## src/rtl/next_block_queue.sv

```systemverilog
// next_block_queue: pre-fetches upcoming tetromino blocks from a block generator and
// hands them to the game FSM in capture order.
//
// A four-state FSM (advance/wait/capture/hold) pulses the generator, waits out its
// latency, samples its outputs once and pushes the block into a shift-register FIFO.
// A sample that repeats the previously captured color can be rerolled once.
//
// Ports:
//   clk_i, rst_n_i              clock, asynchronous active-low reset
//   gen_en_o                    one-cycle advance pulse to the generator
//   gen_block_i_*               generator block (bitmap, color, rotation, spawn x/y)
//   pop_i                       request for the next block
//   pop_ack_o                   pop accepted; cur_block_o_* updated on the same edge
//   cur_block_o_*               registered active block
//   preview_o_data/color        queue head for the next-block display (0 when empty)
//   cnt_o                       queue occupancy
module next_block_queue #(
  parameter int unsigned DEPTH               = 4,
  parameter int unsigned GEN_LAT             = 3,
  parameter int unsigned REROLL_EN           = 1,
  parameter int unsigned TETRIS_COLORS_WIDTH = 3,
  parameter int unsigned FIELD_COL_CNT_WIDTH = 4,
  parameter int unsigned FIELD_ROW_CNT_WIDTH = 5,
  localparam int unsigned CNT_W              = $clog2(DEPTH + 1)
) (
  input  logic                                  clk_i,
  input  logic                                  rst_n_i,
  output logic                                  gen_en_o,
  input  logic [63:0]                           gen_block_i_data,
  input  logic [TETRIS_COLORS_WIDTH-1:0]        gen_block_i_color,
  input  logic [1:0]                            gen_block_i_rotation,
  input  logic signed [FIELD_COL_CNT_WIDTH:0]   gen_block_i_x,
  input  logic signed [FIELD_ROW_CNT_WIDTH:0]   gen_block_i_y,
  input  logic                                  pop_i,
  output logic                                  pop_ack_o,
  output logic [63:0]                           cur_block_o_data,
  output logic [TETRIS_COLORS_WIDTH-1:0]        cur_block_o_color,
  output logic [1:0]                            cur_block_o_rotation,
  output logic signed [FIELD_COL_CNT_WIDTH:0]   cur_block_o_x,
  output logic signed [FIELD_ROW_CNT_WIDTH:0]   cur_block_o_y,
  output logic [63:0]                           preview_o_data,
  output logic [TETRIS_COLORS_WIDTH-1:0]        preview_o_color,
  output logic [CNT_W-1:0]                      cnt_o
);

  localparam int unsigned CW    = TETRIS_COLORS_WIDTH;
  localparam int unsigned XW    = FIELD_COL_CNT_WIDTH + 1;
  localparam int unsigned YW    = FIELD_ROW_CNT_WIDTH + 1;
  localparam int unsigned LAT_W = (GEN_LAT > 1) ? $clog2(GEN_LAT) : 1;

  typedef struct packed {
    logic [63:0]          data;
    logic [CW-1:0]        color;
    logic [1:0]           rotation;
    logic signed [XW-1:0] x;
    logic signed [YW-1:0] y;
  } entry_t;

  typedef enum logic [1:0] {StAdvance, StWait, StCapture, StHold} state_e;

  state_e            state_q, state_d;
  logic [LAT_W-1:0]  wait_q, wait_d;
  logic [CNT_W-1:0]  cnt_q, cnt_d;
  logic [CW-1:0]     last_color_q, last_color_d;
  logic              reroll_q, reroll_d;
  entry_t            cur_q;
  logic              pop_ack_q;
  entry_t            mem_q [DEPTH];
  entry_t            mem_d [DEPTH];

  entry_t            sample;
  logic              pop_ok;
  logic              push;
  logic              adv;
  logic [CNT_W-1:0]  cnt_popped;
  logic [CNT_W:0]    cnt_pushed;

  assign sample = '{data: gen_block_i_data, color: gen_block_i_color,
                    rotation: gen_block_i_rotation, x: gen_block_i_x, y: gen_block_i_y};

  assign pop_ok     = pop_i & (cnt_q != '0);
  assign cnt_popped = cnt_q - CNT_W'(pop_ok);
  // Occupancy after this edge if the current sample is pushed.
  assign cnt_pushed = {1'b0, cnt_popped} + {{CNT_W{1'b0}}, 1'b1};
  assign cnt_d      = push ? cnt_pushed[CNT_W-1:0] : cnt_popped;

  always_comb begin
    state_d      = state_q;
    wait_d       = wait_q;
    last_color_d = last_color_q;
    reroll_d     = reroll_q;
    push         = 1'b0;
    adv          = 1'b0;
    case (state_q)
      StAdvance: begin
        adv     = 1'b1;
        wait_d  = LAT_W'(GEN_LAT - 1);
        state_d = StWait;
      end
      StWait: begin
        if (wait_q == '0) begin
          state_d = StCapture;
        end else begin
          wait_d = wait_q - 1'b1;
        end
      end
      StCapture: begin
        if ((REROLL_EN != 0) && !reroll_q && (sample.color == last_color_q)) begin
          // Only one reroll per block; the flag forces acceptance next time.
          reroll_d = 1'b1;
          state_d  = StAdvance;
        end else begin
          push         = 1'b1;
          last_color_d = sample.color;
          reroll_d     = 1'b0;
          state_d      = (cnt_pushed < (CNT_W + 1)'(DEPTH)) ? StAdvance : StHold;
        end
      end
      StHold: begin
        if (cnt_q < CNT_W'(DEPTH)) state_d = StAdvance;
      end
      default: state_d = StAdvance;
    endcase
  end

  // Shift toward the head on pop; a push lands at the tail of the post-pop queue.
  always_comb begin
    for (int i = 0; i < int'(DEPTH); i++) begin
      mem_d[i] = mem_q[i];
    end
    if (pop_ok) begin
      for (int i = 0; i < int'(DEPTH) - 1; i++) begin
        mem_d[i] = mem_q[i + 1];
      end
    end
    if (push) begin
      for (int i = 0; i < int'(DEPTH); i++) begin
        if (cnt_popped == CNT_W'(i)) mem_d[i] = sample;
      end
    end
  end

  always_ff @(posedge clk_i or negedge rst_n_i) begin
    if (!rst_n_i) begin
      state_q      <= StAdvance;
      wait_q       <= '0;
      cnt_q        <= '0;
      last_color_q <= '0;
      reroll_q     <= 1'b0;
      cur_q        <= '0;
      pop_ack_q    <= 1'b0;
    end else begin
      state_q      <= state_d;
      wait_q       <= wait_d;
      cnt_q        <= cnt_d;
      last_color_q <= last_color_d;
      reroll_q     <= reroll_d;
      pop_ack_q    <= pop_ok;
      if (pop_ok) cur_q <= mem_q[0];
    end
  end

  // Storage contents are only visible through cnt_q, so they need no reset.
  always_ff @(posedge clk_i) begin
    mem_q <= mem_d;
  end

  // Gate with reset so the advance state does not pulse the generator while held.
  assign gen_en_o = adv & rst_n_i;

  assign pop_ack_o            = pop_ack_q;
  assign cur_block_o_data     = cur_q.data;
  assign cur_block_o_color    = cur_q.color;
  assign cur_block_o_rotation = cur_q.rotation;
  assign cur_block_o_x        = cur_q.x;
  assign cur_block_o_y        = cur_q.y;
  assign preview_o_data       = (cnt_q != '0) ? mem_q[0].data : '0;
  assign preview_o_color      = (cnt_q != '0) ? mem_q[0].color : '0;
  assign cnt_o                = cnt_q;

endmodule

```

## config.mk

```make
export PLATFORM = sky130hd
export DESIGN_NAME = next_block_queue
export DESIGN_NICKNAME = d
export VERILOG_FILES = /design/src/rtl/next_block_queue.sv
export SDC_FILE = /design/constraint.sdc
export NUM_CORES = 1
export LEC_CHECK = 0
export CAP_MARGIN = 30
export CORE_MARGIN = 2
export CORE_UTILIZATION = 40
export DETAILED_ROUTE_END_ITERATION = 7
export HOLD_SLACK_MARGIN = 0.15
export RECOVER_POWER = 50
export SLEW_MARGIN = 20
export SYNTH_ARGS = -nofsm -noshare
export SYNTH_HDL_FRONTEND = slang
export SYNTH_SLANG_ARGS = --single-unit
```

## constraint.sdc

```tcl
create_clock -name clk_i -period 7.1 [get_ports clk_i]
set_clock_uncertainty 0.1 [all_clocks]
set_input_delay 1.42 -clock clk_i [delete_from_list [all_inputs] [get_ports clk_i]]
set_output_delay 1.42 -clock clk_i [all_outputs]
set_load 0.02 [all_outputs]
```

* Yosys cells after proc, flatten, opt, wreduce, memory -nomap -nowiden *
Cells that the tools add are included.

storage, ports and cells
  register bits = 412
  bits of input ports = 83
  output and inout bits = 152
  logic and storage cells = 80

cells by class
  $add $sub $neg = 3
  magnitude comparators = 2
  equal/unequal tests = 10
  muxes and demuxes = 20
  bitwise logic cells = 3
  reductions and logical operators = 11

operator list
  kind                   number
  $mux W320              1
  $mux W80               4
  $mux W240              1
  $mux W64               1
  $mux W2                5
  $pmux W2 S4            1
  $reduce_and A2 Y1      4
  $eq A3 B2 Y1 const B   2
  $mux W3                2
  $ne A2 B2 Y1 const B   3
  $add A3 B1 Y4 const B  1
  $eq A2 B2 Y1 const B   2
  $logic_not A2 Y1       2
  $lt A4 B3 Y1 const B   1
  $mux W1                4
  $pmux W2 S2            1
  $eq A3 B1 Y1 const B   1
  $eq A3 B3 Y1           1
  $logic_not A3 Y1       1
  $lt A3 B3 Y1 const B   1
  $reduce_bool A3 Y1     1
  $sub A3 B1 Y3          1
  $and A1 B1 Y1          2
  $eq A2 B1 Y1 const B   1
  other kinds (5)        5

* Logic depth before layout (Yosys ltp) *
Gate-level depths: netlist of the first run.

  depth after elaboration = 8
  mapped depth = 15
  depth with buffers taken out = 10

* Least setup slack after synthesis of the first run *
OpenSTA, ideal clock, no wires.

  path type = in2reg
  from = input pop_i
  to = register mem_q[0] (netlist bit) (enable)
  setup time = 519 ps
  arrival = 6424 ps
  path slack = 57 ps
  stages = 12
  path buffers = 4
  cell sequence = nand2b_1 -> buf_6 -> inv_2 -> buf_6 -> buf_4 -> clkbuf_1 -> ha_1 -> ha_1 -> inv_1 -> ha_1 -> nand2_1 -> nor2_1

on the way
  cells in the longest elaborated chain, start to end = 4

ends and longest elaborated chain
  element                      line  source
  from (decl)                  34    input logic pop_i,
  $and A1 B1 Y1                81    assign pop_ok = pop_i & (cnt_q != '0);
  via pop_ok                   72    logic pop_ok;
  $sub A3 B1 Y3                82    assign cnt_popped = cnt_q - CNT_W'(pop_ok);
  $eq A3 B2 Y1                 138   if (cnt_popped == CNT_W'(i)) mem_d[i] = sample;
  $reduce_and A2 Y1 (no line)  n/a
  to (signal assigned)         165   mem_q <= mem_d;
  to (decl)                    68    entry_t mem_q [DEPTH];

The timed path passes the listed nets, and every way through them passes these cells.
A chain may end at the register's enable or synchronous reset.

==> results of run 1 <==
## sequential cells by signal, summed over array words and instances (netlist names)
register,count
cnt_o,3
cur_block_o_color,3
cur_block_o_data,64
cur_block_o_rotation,2
cur_block_o_x,5
cur_block_o_y,6
last_color_q,3
mem_q,320
pop_ack_o,1
reroll_q,1
state_q,2
wait_q,2
## power breakdown
group / internal, mW / leakage (nW) / switching [mW] / total [mW]
combinational: 2.40 / 4.37 / 1.84 / 4.24
clock: 1.44 / 0.752 / 0.937 / 2.37
sequential: 3.42 / 3.87 / 0.550 / 3.97
total: 7.25 / 8.99 / 3.32 / 10.6
## metrics by stage
step | cell area, um2 | setup WS, ns | instances
4_1_cts | 21800 | 2.23 | 2177
6_report | 21800 | 1.43 | 2182
3_5_place_dp | 20200 | 2.05 | 2093
5_1_grt | 21700 | 1.17 | 2179
3_3_place_gp | 20200 | 2.09 | 2093
2_1_floorplan | 17400 | 0.0575 | 1332
## cells in the mapped netlist, types with 2 or more instances
| master | count | area (um2) |
|---|---|---|
| a21oi_1 | 3 | 15.0 |
| buf_1 | 7 | 26.3 |
| xnor2_1 | 3 | 26.3 |
| o211ai_1 | 2 | 15.0 |
| a22oi_1 | 2 | 15.0 |
| mux2_2 | 382 | 4300 |
| mux2_1 | 11 | 124 |
| inv_1 | 8 | 30.0 |
| nor2b_1 | 68 | 425 |
| nor2_1 | 8 | 30.0 |
| ha_1 | 7 | 87.6 |
| mux2_4 | 90 | 1350 |
| dfxtp_1 | 240 | 4800 |
| clkbuf_1 | 22 | 82.6 |
| nand2_1 | 244 | 916 |
| buf_6 | 14 | 158 |
| and3_1 | 2 | 12.5 |
| o21ai_0 | 2 | 10.0 |
| edfxtp_1 | 80 | 2400 |
| dfrtp_1 | 92 | 2300 |
| buf_2 | 32 | 160 |
| xor2_1 | 4 | 35.0 |
## worst max-delay path by stage
| stage | from | endpoint | slack [ns] | depth (start not counted) |
|---|---|---|---|---|
| after global routing | pop_i | mem_q[257] | 1.17 | 6 |
| after global placement | pop_i | mem_q[164] | 2.09 | 10 |
| after detailed placement | pop_i | mem_q[239] | 2.05 | 10 |
| after floorplan | pop_i | mem_q[0] | 0.06 | 12 |
| final | pop_i | mem_q[256] | 1.43 | 6 |
| after CTS | cnt_o[2] | preview_o_data[37] | 2.23 | 4 |
## tightest hold or removal path: stages, from the launching register on
cell     delay (ns)
dfxtp_1        0.30
nand2_1        0.05
nand2_1        0.04
## cells by family (layout without fill, tap and decap cells)
kind of cell | count (synthesis) | in the layout | share of synthesized area
multiplexers | 483 | 483 | 0.332
XOR/XNOR | 7 | 7 | 0.00352
AND/OR/NAND/NOR | 325 | 325 | 0.0807
flip-flops | 412 | 412 | 0.546
adder cells (fa/ha/maj) | 7 | 7 | 0.00503
buffers and inverters | 85 | 345 | 0.0269
other | 0 | 5 | 0
AO/OA/AOI/OAI | 13 | 13 | 0.00561
## layout make-up
class / count / area [um2]
fill: 3779 / 21200
sequential: 412 / 9510
multi-input combinational: 835 / 7460
timing repair buffer: 252 / 2470
clock buffer: 68 / 1370
tap: 585 / 732
clock inverter: 16 / 158
inverter: 9 / 41.3
antenna: 5 / 12.5
## metal layers
layer / vias up / track usage
met5: - / 0
met2: 179 / 0.278
met3: 61 / 0.0394
met1: 5111 / 0.223
met4: 10 / 0.0487
li1: 5063 / -
==> impl_metrics.json, run 1 <==
{
  "post-dp-hpwl_mm": 23.4,
  "syn_area_per_cell_um2": 13.1,
  "firstDrtPassIters": 4,
  "required_ns": 7.44,
  "h-tree-depth": 2,
  "dominantRegCellSynth": "dfxtp_1",
  "post-route-min-period_ns": 5.67,
  "worst_path_max_delay_cell": "clkbuf_1",
  "drc_errors": 0,
  "rsz0062_at_grt": "false",
  "final_common_cell": "mux2_2",
  "worstPathArrival_ns": 6.01,
  "routed-wl-met2_mm": 18.1,
  "maxCapViolCount": 2,
  "crit_top_cell": "mux2_2",
  "nets": 1645,
  "tightest_slew_ns": 3.12,
  "num_vias": 10400,
  "fin_crit_sh": 0.798,
  "hp-start": "mem_q[246]",
  "hold_ws_ns": 0.330,
  "syn-cell-area_um2": 17400,
  "drtIter0Drc": 306,
  "finalSetupViolCount": 0,
  "violations": "capacitance limit, slew limit",
  "layout_common_cells": "mux2_2, nand2_1, dfxtp_1, dlygate4sd3_1, dfrtp_1",
  "rr_worst_depth": 6,
  "syn_inst": 1332,
  "seq_area_frac_synth": 0.546,
  "cp_max_fo": 60,
  "finalWirelength_mm": 38.0,
  "grt_usage": 0.169,
  "yosys_register_bits": 412,
  "clock_path_buffers": 3,
  "async_flop_share": 0.223,
  "fp.dieW_um": 213,
  "clk_pin_slew_ns": 0.06,
  "syn-num-nets": 1422,
  "synth_edf_count": 80,
  "ir_drop_mv": 0.343,
  "root_buffer": "clkbuf_16",
  "ant_nets": 0,
  "hold_depth": 2,
  "drv_slew": 106,
  "power_mw": 10.6,
  "grt_max_degree": 76,
  "status": "complete, but fails checks",
  "io_buffers": 234,
  "holdPathEnd": "cur_block_o_x[0]",
  "path_delay_family": "buffers and inverters",
  "hold_class": "reg -> reg",
  "areaGrowthSynthToFinish_pct": 25.0,
  "r2r_slack_ns": 1.55,
  "io_pins": 235,
  "leakagePower_nw": 8.99,
  "drive_above_1_share": 0.356,
  "std_cell_rows": 76,
  "grt_overflow": 0,
  "r2r-end": "mem_q[256]",
  "drt-met1-wl_mm": 17.3,
  "initial_core_util": 0.405,
  "die-area_um2": 45200,
  "gp_congestion": 0.698,
  "r2r-start": "cnt_o[2]",
  "hold_buffers": 0,
  "pwr_density_cell_nw_per_um2": 486,
  "antenna_found_initial": 10,
  "hold_violations": 0,
  "post_cts_resized": 0,
  "vias_per_cell": 4.78,
  "wl_per_cell_um": 17.4,
  "yosysWarningCount": 0,
  "critical_path_class": "in -> reg",
  "start_kind": "primary input",
  "routed.top_layer": "met5",
  "numClockSinks": 412,
  "post_cts_buffers": 0,
  "fin_setup_tns_ns": 0,
  "met3_wirelength_mm": 1.81,
  "yosysUniqueCellTypes": 31,
  "grt_pass1_wl_mm": 60.0,
  "critPathBufInv": 3,
  "die_h_um": 213,
  "fmax_mhz": 176,
  "critPathMaxStageDelay_ns": 2.24,
  "endpoint_kind": "flop",
  "grt_pass1_vias": 10700,
  "cts_tree": "yes",
  "core_um2": 43000,
  "numCtsBuffers": 45,
  "clock_latency_ns": 0.56,
  "relSlewSlack": -1.08,
  "cp_cell_sequence": "dlygate4sd3_1 > nand2b_1 > clkbuf_1 > buf_4 > mux2_2 > mux2_2",
  "utilization": 0.506
}
(Power assumes the default switching activity.)
==> run 2: changes to the inputs <==
==> constraint.sdc (replaced) <==
create_clock -name clk_i -period 5.29 [get_ports clk_i]
set_clock_uncertainty 0.1 [all_clocks]
set_input_delay 1.058 -clock clk_i [delete_from_list [all_inputs] [get_ports clk_i]]
set_output_delay 1.058 -clock clk_i [all_outputs]
set_load 0.02 [all_outputs]
==> run 2 against run 1 <==
Effect of this change:
- the flow still finishes with violations (capacitance limit, slew limit)
- register-to-register slack lost 0.29 ns
- via count fell by 0.27%
- highest routed layer unchanged
- largest power group unchanged
- die area unchanged
- count of clock-buffer cells in the layout rose by 7
==> impl_metrics.json, run 2 (synthesis results as in run 1) <==
{
  "grt_pass1_vias": 11000,
  "stdcell_count": 2179,
  "clock_path_buffers": 3,
  "path_delay_family": "buffers and inverters",
  "fin_crit_sh": 0.830,
  "wl_per_cell_um": 17.3,
  "hold_class": "reg -> reg",
  "worstSetupStartpoint": "pop_i",
  "drc_errors": 0,
  "root_buffer": "clkbuf_16",
  "h-tree-depth": 2,
  "dp.cells": 2090,
  "grt_overflow": 0,
  "critical_path_class": "in -> reg",
  "numCtsBuffers": 46,
  "violations": "capacitance limit, slew limit",
  "post_cts_resized": 0,
  "io_pins": 235,
  "status": "complete, but fails checks",
  "cts_tree": "yes",
  "fp.dieW_um": 213,
  "relSlewSlack": -0.681,
  "critPathBufInv": 3,
  "antenna_found_initial": 10,
  "r2r_slack_ns": 1.26,
  "std_cell_rows": 76,
  "largest_reg_flops": 320,
  "finalSetupViolCount": 0,
  "cp_max_fo": 56,
  "drive_above_1_share": 0.348,
  "critPathMaxStageDelay_ns": 1.32,
  "nets": 1643,
  "clock_latency_ns": 0.56,
  "fillCellCount": 3798,
  "required_ns": 5.63,
  "largest-register": "mem_q",
  "vias_per_cell": 4.77,
  "start_kind": "primary input",
  "rr_worst_depth": 10,
  "areaGrowthSynthToFinish_pct": 24.8,
  "r2r-end": "mem_q[162]",
  "leakagePower_nw": 8.95,
  "ant_nets": 0,
  "crit_top_cell": "ha_1",
  "layout_common_cells": "mux2_2, nand2_1, dfxtp_1, dlygate4sd3_1, dfrtp_1",
  "hold_violations": 0,
  "crit_cells": 10,
  "worst_path_max_delay_cell": "clkbuf_2",
  "crit_end": "mem_q[162]",
  "maxCapViolCount": 4,
  "final_common_cell": "mux2_2",
  "core_um2": 43000,
  "die-area_um2": 45200,
  "grt_max_degree": 162,
  "r2r-start": "cnt_o[0]",
  "drtIter0Drc": 390,
  "ir_drop_mv": 0.327,
  "clk_pin_slew_ns": 0.05,
  "hold_depth": 2,
  "firstDrtPassIters": 4,
  "pwr_density_cell_nw_per_um2": 652,
  "hold_buffers": 0,
  "rsz0062_at_grt": "false",
  "fin_setup_tns_ns": 0,
  "post-route-min-period_ns": 4.39,
  "grt_usage": 0.169,
  "finalWirelength_mm": 37.6,
  "num_vias": 10400,
  "worstPathArrival_ns": 4.73,
  "post-dp-hpwl_mm": 22.3,
  "grt_pass1_wl_mm": 59.9,
  "die_h_um": 213,
  "tightest_slew_ns": 2.52,
  "numClockSinks": 412,
  "fmax_mhz": 228,
  "gp_congestion": 0.688,
  "drv_slew": 388,
  "endpoint_kind": "flop",
  "initial_core_util": 0.405,
  "post_cts_buffers": 0,
  "cp_cell_sequence": "dlygate4sd3_1 > nand2b_1 > inv_8 > ha_1 > ha_1 > xnor2_1 > o41ai_2 > nor2_4 > clkbuf_2 > mux2_2",
  "io_buffers": 234
}
[run 2: power by group]
group | internal, mW | leakage (nW) | switching (mW) | total [mW]
combinational | 3.27 | 4.35 | 2.46 | 5.73
clock | 1.89 | 0.731 | 1.23 | 3.12
sequential | 4.58 | 3.87 | 0.729 | 5.31
[run 2: metrics by stage]
step	util	power [mW]	hold slack, ns	cell area [um2]	setup WS, ns
floorplan	-	9.22	0.309	17400	0.834
global placement	0.471	11.2	0.317	20300	1.04
detailed placement	0.472	11.3	0.320	20300	1.00
CTS	0.507	14.5	0.330	21800	1.32
global route	0.505	15.1	0.348	21700	0.697
finish	0.505	14.2	0.327	21700	0.902
[run 2: layer usage]
metal,part of all wire,GRT usage
met1,0.45,0.216
met2,0.48,0.281
met3,0.046,0.0396
met4,0.022,0.0547
met5,0.0020,0
[run 2: worst min-delay path by stage]
stage / startpoint / to
3_3_place_gp: mem_q[249] / cur_block_o_x[3]
6_report: mem_q[240] / cur_block_o_y[0]
2_1_floorplan: mem_q[252] / cur_block_o_rotation[1]
3_5_place_dp: mem_q[249] / cur_block_o_x[3]
5_1_grt: mem_q[240] / cur_block_o_y[0]
4_1_cts: mem_q[252] / cur_block_o_rotation[1]
[run 2: final cells by class]
cell class / count / area (um2) / share of cell area
multi-input combinational: 835 / 7460 / 0.343
clock inverter: 11 / 100 / 0.00461
timing repair buffer: 249 / 2480 / 0.114
inverter: 9 / 41.3 / 0.00190
sequential: 412 / 9510 / 0.438
clock buffer: 75 / 1390 / 0.0642
antenna: 3 / 7.51 / 0.000346
tap: 585 / 732 / 0.0337
[run 2: worst min-delay path: stages (launching register included)]
cell     delay [ns]
dfxtp_1        0.30
nand2_1        0.05
nand2_1        0.04
==> run 3: changes to the inputs <==
==> constraint.sdc (replaced) <==
create_clock -name clk_i -period 4.2 [get_ports clk_i]
set_clock_uncertainty 0.1 [all_clocks]
set_input_delay 0.84 -clock clk_i [delete_from_list [all_inputs] [get_ports clk_i]]
set_output_delay 0.84 -clock clk_i [all_outputs]
set_load 0.02 [all_outputs]
==> run 3 against run 2 <==
Effect of this change:
- core utilization grew 0.19 points
- largest cell class unchanged
- sequential power grew 26%
- critical path depth shrank 6
- global-route usage shrank 0.35 points
- total power grew 26%
- worst setup slack lost 0.46 ns
- count of clock-buffer cells in the layout shrank 1
- sequential share of layout area shrank 0.16 points
- worst hold slack lost 0.0028 ns
- clock power grew 27%
- cell count grew 0.14%
- the flow still finishes with violations (capacitance limit, slew limit)
==> impl_metrics.json, run 3 (synthesis results as in run 1) <==
{
  "grt_pass1_vias": 10800,
  "num_vias": 10500,
  "worst_path_max_delay_cell": "buf_4",
  "fin_setup_tns_ns": 0,
  "relSlewSlack": -0.514,
  "nets": 1646,
  "fin_ws_ns": 0.443,
  "numCtsBuffers": 46,
  "ir_drop_mv": 0.449,
  "post-dp-hpwl_mm": 21.8,
  "gp_congestion": 0.690,
  "maxCapViolCount": 2,
  "rsz0062_at_grt": "false",
  "pwr_density_cell_nw_per_um2": 818,
  "path_delay_family": "buffers and inverters",
  "drtIter0Drc": 456,
  "leakagePower_nw": 8.98,
  "critical_path_class": "reg -> out",
  "pre_cts_slack_ns": 0.447,
  "hold_violations": 0,
  "start_kind": "flop",
  "required_ns": 3.26,
  "grt_overflow": 0,
  "root_buffer": "clkbuf_16",
  "drv_slew": 190,
  "die_h_um": 213,
  "wl_per_cell_um": 16.8,
  "grt_usage": 0.165,
  "violations": "capacitance limit, slew limit",
  "grt_pass1_wl_mm": 59.2,
  "worstPathArrival_ns": 2.82,
  "hold_class": "reg -> reg",
  "drive_above_1_share": 0.349,
  "fin_crit_sh": 0.894,
  "fmax_mhz": 266,
  "h-tree-depth": 2,
  "cp_cell_sequence": "nor3_1 > buf_4 > nor2b_1 > clkdlybuf4s50_1",
  "die-area_um2": 45200,
  "antenna_found_initial": 9,
  "vias_per_cell": 4.80,
  "status": "complete, but fails checks",
  "post_cts_buffers": 0,
  "io_buffers": 234,
  "initial_core_util": 0.405,
  "io_pins": 235,
  "areaGrowthSynthToFinish_pct": 25.3,
  "cp_max_fo": 67,
  "ant_nets": 0,
  "fillCellCount": 3811,
  "critPathMaxStageDelay_ns": 0.75,
  "post-route-min-period_ns": 3.76,
  "core_um2": 43000,
  "worstSetupStartpoint": "cnt_o[2]",
  "critPathBufInv": 2,
  "finalSetupViolCount": 0,
  "clock_latency_ns": 0.56,
  "largest_reg_flops": 320,
  "endpoint_kind": "output port",
  "hp-start": "mem_q[247]",
  "finalWirelength_mm": 36.7,
  "r2r-start": "cnt_o[2]",
  "numClockSinks": 412,
  "utilization": 0.507,
  "clock_path_buffers": 3,
  "dp.cells": 2092,
  "firstDrtPassIters": 6,
  "fp.dieW_um": 213,
  "tightest_slew_ns": 2.27,
  "clk_pin_slew_ns": 0.06,
  "largest-register": "mem_q",
  "final_common_cell": "mux2_2",
  "layout_common_cells": "mux2_2, nand2_1, dfxtp_1, dlygate4sd3_1, dfrtp_1",
  "std_cell_rows": 76,
  "power_mw": 17.8,
  "grt_max_degree": 162,
  "cts_tree": "yes",
  "drc_errors": 0,
  "stdcell_count": 2182
}
[run 3: layer usage]
| metal | up-vias | GRT usage | part of all wire |
|---|---|---|---|
| met2 | 180 | 0.270 | 0.47 |
| met3 | 64 | 0.0409 | 0.048 |
| met1 | 5164 | 0.218 | 0.46 |
| li1 | 5053 | - | - |
| met4 | 8 | 0.0461 | 0.019 |
| met5 | - | 0 | 0.0016 |
[run 3: metrics by stage]
step,hold slack [ns],cell area [um2]
finish,0.324,21800
detailed placement,0.323,20300
global placement,0.319,20300
floorplan,0.309,17400
CTS,0.325,21800
global route,0.349,21800
[run 3: worst min-delay path, stage by stage, from the launching register on]
cell	delay (ns)
dfxtp_1	0.30
nand2_1	0.05
nand2_1	0.04
[run 3: timing repair]
item / CTS / global route
gates resized for setup: 0 / 0
hold buffers: 1 / 0
hold endpoints to repair: 23 / 0
[run 3: worst paths after layout]
path / endpoint / slack, ns / cells after the start
worst min register to register: cur_block_o_x[1] / 0.32 / 2
worst max-delay path: preview_o_color[1] / 0.44 / 4
worst max register to register: mem_q[311] / 0.44 / 5
worst min-delay path: cur_block_o_x[1] / 0.32 / 2
max in group asynchronous: cur_block_o_data[5] / 1.31 / 3
min in group asynchronous: cur_block_o_data[45] / 0.66 / 2
[run 3: report_power, final]
part           switching [mW]  leakage [nW]  internal, mW
Sequential              0.905          3.87          5.78
Combinational            3.07          4.38          4.11
Clock                    1.56         0.730          2.41
Total                    5.53          8.98          12.3
[run 3: cell type report]
class | count | area (um2) | share of cell area
flip-flops and latches | 412 | 9510 | 0.436
diodes | 3 | 7.51 | 0.000344
clock buffers | 74 | 1400 | 0.0643
repair buffers | 252 | 2550 | 0.117
well taps | 585 | 732 | 0.0336
multi-input cells | 835 | 7450 | 0.342
inverters | 9 | 41.3 | 0.00189
clock inverters | 12 | 110 | 0.00505
